### src/rtl/switch_reader_pkg.sv
// Shared constants and types for the ten-switch debounced reader.
// The default debounce window is 10 ms at a 100 MHz system clock.
package switch_reader_pkg;

  localparam int NUM_SW                  = 10;
  localparam int DEBOUNCE_CYCLES_DEFAULT = 1_000_000;
  localparam logic [NUM_SW-1:0] MATCH_CODE_DEFAULT = 10'h3C2;

  typedef logic [NUM_SW-1:0] sw_vec_t;

  // The counter must be able to represent DEBOUNCE_CYCLES without wrapping.
  function automatic int cnt_width(input int cycles);
    return $clog2(cycles + 1);
  endfunction

endpackage

### src/rtl/sw_debounce_bit.sv
// One switch lane: 2-flop synchronizer, consecutive-difference counter and
// the accepted (stable) level.
module sw_debounce_bit
  import switch_reader_pkg::*;
#(
  parameter int DEBOUNCE_CYCLES = DEBOUNCE_CYCLES_DEFAULT
) (
  input  logic clock,
  input  logic reset,
  input  logic sw,
  output logic stable
);

  localparam int CW = cnt_width(DEBOUNCE_CYCLES);
  localparam logic [CW-1:0] LAST = CW'(DEBOUNCE_CYCLES - 1);

  logic          sync1;
  logic          sync2;
  logic [CW-1:0] cnt;

  // NOTE: state is updated with non-blocking assignments so every flop samples
  // the pre-edge values; blocking here would collapse the synchronizer chain.
  always_ff @(posedge clock) begin
    if (reset) begin
      sync1  <= 1'b0;
      sync2  <= 1'b0;
      cnt    <= '0;
      stable <= 1'b0;
    end else begin
      sync1 <= sw;
      sync2 <= sync1;
      if (sync2 == stable) begin
        cnt <= '0;
      end else if (cnt == LAST) begin
        // This is the DEBOUNCE_CYCLES-th consecutive differing cycle.
        stable <= sync2;
        cnt    <= '0;
      end else begin
        cnt <= cnt + CW'(1);
      end
    end
  end

endmodule

### src/rtl/switch_reader.sv
// Debounced ten-switch reader with a valid/ready change-event port, a
// registered pattern match flag and a sticky overrun flag.
module switch_reader
  import switch_reader_pkg::*;
#(
  parameter int               DEBOUNCE_CYCLES = DEBOUNCE_CYCLES_DEFAULT,
  parameter logic [NUM_SW-1:0] MATCH_CODE     = MATCH_CODE_DEFAULT
) (
  input  logic              clock,
  input  logic              reset,
  input  logic              sw1,
  input  logic              sw2,
  input  logic              sw3,
  input  logic              sw4,
  input  logic              sw5,
  input  logic              sw6,
  input  logic              sw7,
  input  logic              sw8,
  input  logic              sw9,
  input  logic              sw10,
  output logic [NUM_SW-1:0] sw_stable,
  output logic              evt_valid,
  output logic [NUM_SW-1:0] evt_data,
  input  logic              evt_ready,
  output logic              match,
  output logic              overrun
);

  sw_vec_t raw_vec;
  wire sw_vec_t stable_vec;
  sw_vec_t stable_q;
  logic    changed;
  logic    transfer;

  assign raw_vec = {sw10, sw9, sw8, sw7, sw6, sw5, sw4, sw3, sw2, sw1};

  for (genvar i = 0; i < NUM_SW; i++) begin : g_lane
    sw_debounce_bit #(
      .DEBOUNCE_CYCLES(DEBOUNCE_CYCLES)
    ) u_lane (
      .clock (clock),
      .reset (reset),
      .sw    (raw_vec[i]),
      .stable(stable_vec[i])
    );
  end

  assign sw_stable = stable_vec;

  // Any number of bits flipping together shows up as a single vector change.
  assign changed  = (stable_vec != stable_q);
  assign transfer = evt_valid & evt_ready;

  always_ff @(posedge clock) begin
    if (reset) begin
      stable_q  <= '0;
      evt_valid <= 1'b0;
      evt_data  <= '0;
      match     <= 1'b0;
      overrun   <= 1'b0;
    end else begin
      stable_q <= stable_vec;
      match    <= (stable_vec == MATCH_CODE);
      if (changed) begin
        // A change that coincides with a transfer replaces, not overwrites.
        if (evt_valid && !evt_ready) begin
          overrun <= 1'b1;
        end
        evt_valid <= 1'b1;
        evt_data  <= stable_vec;
      end else if (transfer) begin
        evt_valid <= 1'b0;
      end
    end
  end

endmodule
### config.mk
export PLATFORM = sky130hd
export DESIGN_NAME = switch_reader
export DESIGN_NICKNAME = d
export VERILOG_FILES = /design/src/rtl/switch_reader_pkg.sv /design/src/rtl/sw_debounce_bit.sv /design/src/rtl/switch_reader.sv
export SDC_FILE = /design/constraint.sdc
export NUM_CORES = 1
export LEC_CHECK = 0
export CORE_ASPECT_RATIO = 1.75
export CORE_MARGIN = 1.5
export CORE_UTILIZATION = 61
export CTS_CLUSTER_SIZE = 12
export DETAILED_ROUTE_END_ITERATION = 7
export GPL_ROUTABILITY_DRIVEN = 0
export GPL_TIMING_DRIVEN = 0
export MAX_ROUTING_LAYER = met4
export PLACE_DENSITY = 0.75
export REMOVE_ABC_BUFFERS = 1
export SETUP_SLACK_MARGIN = 0.1
export SYNTH_ARGS = -nofsm -noshare
export SYNTH_HDL_FRONTEND = slang
export SYNTH_HIERARCHICAL = 1
export SYNTH_SLANG_ARGS = --single-unit
### constraint.sdc
create_clock -name clock -period 2.4 [get_ports clock]
set_input_delay 0.36 -clock clock [delete_from_list [all_inputs] [get_ports clock]]
set_output_delay 0.36 -clock clock [all_outputs]
set_load 0.05 [all_outputs]
Word level (Yosys, flattened, before mapping)
Index checks and enable logic that the tools add are counted.

Add/sub/neg operators: 10. $mul: 0. Divide/modulo/power cells: 0. Order comparisons: 0. Equal/unequal tests: 22. Shift operators: 0. Multiplexer cells: 2. Bitwise logic cells: 11. Reduce and logical (&&, ||, !) cells: 24.

Operator list (number): $add 20x1->20 const B (10); $eq 20x20->1 const B (10); $reduce_or 3->1 (10); $reduce_and 2->1 (11); $eq 1x1->1 (10); $eq 10x10->1 const B (1); $ne 10x10->1 (1); $not 1->1 (10); $mux 1 (2); $reduce_bool 2->1 (1); $and 1x1->1 (1); $logic_and 1x1->1 (1); $logic_not 1->1 (1).

Flip-flop bits (word level): 253. Latch bits: 0. Memory bits (writable): 0. Bits in read-only memories: 0. Output and inout port bits: 23. Logic and storage cells: 114. Memories kept: 0.

Logic depth before layout (Yosys ltp)
Word-level depth: 3. Mapped depth: 5. Depth with buffers taken out: 5.

By module
Netlist, hierarchy kept.

Modules (own cells, without submodules): sw_debounce_bit at g_lane[0].u_lane ... (instances 9, cells each 116, area each 1058.5 um^2); sw_debounce_bit at g_lane[9].u_lane (instances 1, cells each 115, area each 1011.0 um^2); switch_reader (instances 1, cells each 76, area each 888.4 um^2).

Worst setup path before layout
Ideal clock, no wire load.

Kind: register to register. From: register g_lane[0].u_lane.cnt[10]. To: register g_lane[0].u_lane.cnt[5]. Data arrival time: 1838 ps. Required time: 2285 ps. Slack: 447 ps. Cell stages (with the launch flop): 6. Buffers on the path: 1. Period minus slack after synthesis: 1953 ps. Cells stage by stage: dfxtp_1 or4_1 or4_4 o21ai_4 buf_8 nor2_2.

Word-level cells in the longest chain between the ends: 2.

Ends and longest elaborated chain: start: declaration (RTL line sw_debounce_bit.sv:19) `logic [CW-1:0] cnt;`; start signal: assignment (RTL line sw_debounce_bit.sv:39) `cnt <= cnt + CW'(1);`; $eq 20x20->1 (RTL line sw_debounce_bit.sv:34) `end else if (cnt == LAST) begin`; $reduce_or 3->1 (no line).

No other way between the ends. A chain may end at the register's enable or synchronous reset.

Worst setup path in the final report
From: register g_lane[1].u_lane.stable. To: output port sw_stable[1].

RTL lines: start: declaration (RTL line sw_debounce_bit.sv:11) `output logic stable`; start signal: assignment (RTL line sw_debounce_bit.sv:36) `stable <= sync2;`; end: declaration (RTL line switch_reader.sv:21) `output logic [NUM_SW-1:0] sw_stable,`.

No word-level cell between the ends.

==> flow_summary_export.csv <==
group,metric,value,unit
clocking,cts_buffers,25,
setup_path,reg2reg_to,"g_lane[9].u_lane/cnt[18]",
setup_path,endpoint_kind,"primary output",
drt,viasPerCell,5.81,
sta,fin_crit_sh,93.3,%
place,hpwl,14600,um
drt,drcViolationCount,0,
finish,area_growth,12.0,%
clocking,cts_buffer_depth,3,
floorplanning,io_pins,36,
yosys,ys_warn_count,6,
drt,drtIter0Drc,449,
yosys,synth_area,11400,um^2
clocking,cts_tree,"built",
grt,grt_pass1_vias,8576,
setup_path,r2r-start,"g_lane[9].u_lane/cnt[0]",
clocking,cts.sinks,253,
finish,final_common_cell,"dfxtp_1",
drt,num_vias,8872,
drt,drt-pass1-iter-count,5,
clocking,root_buffer,"clkbuf_16",
place,place_area,11900,um^2
pwr,power_per_cell_area,614,nW/um^2
setup_path,path_max_fanout,6,
grt,grt_max_degree,57,
drt,postRouteAntennaNets,0,
setup_path,worstSetupStartpoint,"g_lane[1].u_lane/stable",
grt,grt_use_total,23.1,%
clocking,cts-htree-levels,1,
yosys,synth_cell_types,42,
floorplanning,die_w,106,um
clocking,clk-insertion-delay-late,0.52,ns
clocking,ctsHoldBuffers,0,
finish,fin_nets,1307,
sta,max_freq,447,MHz
sta,rsz0062_at_grt,"false",
setup_path,crit_buf_inv,1,
sta,setup_viol,0,
floorplanning,core,18500,um^2
place,portBuffers,35,
setup_path,crit_slowest_cell,"clkdlybuf4s50_1",
finish,design_area,12800,um^2
finish,drive_above_1_share,13.6,%
pwr,p_leak,0.00363,uW
setup_path,crit_family,"buffers and inverters",
setup_path,rrSetupSlack,0.28,ns
setup_path,required,2.04,ns
setup_path,path_depth,1,
grt,grt_pass1_wl,37300,um
grt,overflow,0,
clocking,clk_pin_slew,0.06,ns
finish,nFillCells,1512,
yosys,ys_ff_latch,253,
floorplanning,die_area,19600,um^2
floorplanning,die_h,184,um
setup_path,r2r.worst_path.cells,5,
sta,worst_slack,0.161,ns
setup_path,worstPathArrival,1.88,ns
outcome,status,"complete, no violations",
setup_path,start_kind,"flop",
sta,maxSlewHeadroom,65.3,%
yosys,syn_inst,1235,
sta,worst_pin_slew,0.518,ns
floorplanning,start_util,61.8,%
yosys,synth_seq_area_share,44.3,%
grt,antenna_found_initial,0,
drt,routed_wl,21500,um
yosys,avgSynthCellArea,9.25,um^2
setup_path,crit_chain,"clkdlybuf4s50_1",
setup_path,crit_path_max_incr_delay,0.87,ns
setup_path,cp-endpoint,"sw_stable[1]",
job,maxCapViolations,0,
sta,clock_skew,0.0120,ns
sta,slew_viol_final,0,
floorplanning,std_cell_rows,66,
finish,layout_common_cells,"dfxtp_1 (253), xnor2_1 (115), nor2_2 (90)",
sta,period_needed,2.24,ns
sta,hold_viol_final,0,
place,dp_slack,-0.149,ns
setup_path,critPathKind,"flop to primary output",
pwr,irDropWorstVdd,0.000667,V
finish,num_antenna_cells,0,
sta,fin_hold_ws,0.194,ns
hold_path,hold_class,"input port to flop",
drt,post_drt_wl_per_cell,14.0,um
-- state kept, by name, indices dropped and copies added (netlist names) --
register	cells
g_lane.u_lane/cnt	200
match	1
overrun	1
evt_data	10
g_lane.u_lane/sync1	10
g_lane.u_lane/stable	10
g_lane.u_lane/sync2	10
stable_q	10
evt_valid	1
-- repair_timing --
action                     4_1_cts  5_1_grt
setup buffers                    0       10
gates cloned                     0        0
gates resized for setup          2        2
setup endpoints to repair       21      104
pin swaps                        0       10
-- per-stage QoR --
stage                     instances  utilization [%]  TNS, ns  total power, uW
after global placement         1484             64.2  -236.54             4440
after detailed placement       1485             64.3    -2.38             4440
final                          1528             69.2        0             7860
after global routing           1528             69.2        0             8150
after CTS                      1518             68.1        0             7950
after floorplan                1211                -        0             4380
-- report_power, final --
| part | switching, uW | internal (uW) |
|---|---|---|
| Combinational | 71.6 | 59.1 |
| Clock | 1500 | 1990 |
| Sequential | 14.7 | 4220 |
-- per-layer routing --
layer,up-vias,part of all wire [%],global-route usage [%]
met3,41,3.2,3.01
met4,0,1.9,7.57
met2,129,54,43.5
li1,4507,-,-
met5,-,0,-
met1,4195,41,24.6
-- worst min-delay path by stage --
stage / cells past startpoint / end / slack [ns] / startpoint
after CTS: 2 / g_lane[0].u_lane/sync1 / 0.19 / reset
after global routing: 2 / g_lane[0].u_lane/sync1 / 0.21 / reset
final: 2 / g_lane[0].u_lane/sync1 / 0.19 / reset
after detailed placement: 1 / g_lane[0].u_lane/sync2 / 0.43 / g_lane[0].u_lane/sync1
after floorplan: 1 / g_lane[0].u_lane/sync2 / 0.41 / g_lane[0].u_lane/sync1
after global placement: 1 / g_lane[7].u_lane/sync2 / 0.42 / g_lane[7].u_lane/sync1
-- cell families (layout without fill, tap and decap cells) --
group           Yosys count  in the layout  share of synthesized area (%)
simple gates            614            614                           31.5
flops                   253            253                           44.3
fa+ha+maj                10             10                           1.10
mux                      19             19                           1.77
compound gates          144            144                           7.88
buf+inv                  56            111                           2.80
xor+xnor                139            139                           10.7
-- final cells by class --
class | count | area [um^2] | share of cell area (%)
Clock buffer | 32 | 692 | 5.40
Clock inverter | 1 | 8.76 | 0.0684
Inverter | 32 | 120 | 0.938
Multi-Input combinational cell | 926 | 6050 | 47.3
Sequential cell | 253 | 5060 | 39.6
Tap cell | 238 | 298 | 2.33
Timing Repair Buffer | 46 | 567 | 4.43
-- synth_stat cells, drive strengths merged --
| library cell | n | share of area (%) |
|---|---|---|
| nor4bb | 1 | 0.088 |
| and4 | 1 | 0.077 |
| nor4 | 41 | 2.4 |
| nor2 | 141 | 6.6 |
| or3b | 9 | 0.69 |
| nand4 | 42 | 2.4 |
| dfxtp | 253 | 44 |
| nand2 | 80 | 2.6 |
| or4 | 58 | 4.1 |
| nand3 | 78 | 3.4 |
| nor2b | 49 | 2.7 |
| nand4b | 1 | 0.077 |
| clkbuf | 12 | 0.39 |
| nand4bb | 9 | 0.89 |
| mux2 | 10 | 0.99 |
| a21oi | 63 | 2.8 |
| o31ai | 21 | 1.4 |
| or3 | 49 | 2.7 |
| and4b | 1 | 0.088 |
| ha | 10 | 1.1 |
| or4b | 2 | 0.21 |
| xor2 | 24 | 1.8 |
| o21ai | 51 | 3.1 |
| and3 | 10 | 0.55 |
| inv | 32 | 1.1 |
| o211ai | 9 | 0.59 |
| xnor2 | 115 | 8.8 |
| mux2i | 9 | 0.79 |
| buf | 12 | 1.4 |
| nand2b | 3 | 0.16 |
| nor3 | 39 | 1.7 |
No activity file was read; power rests on OpenSTA's default activity.
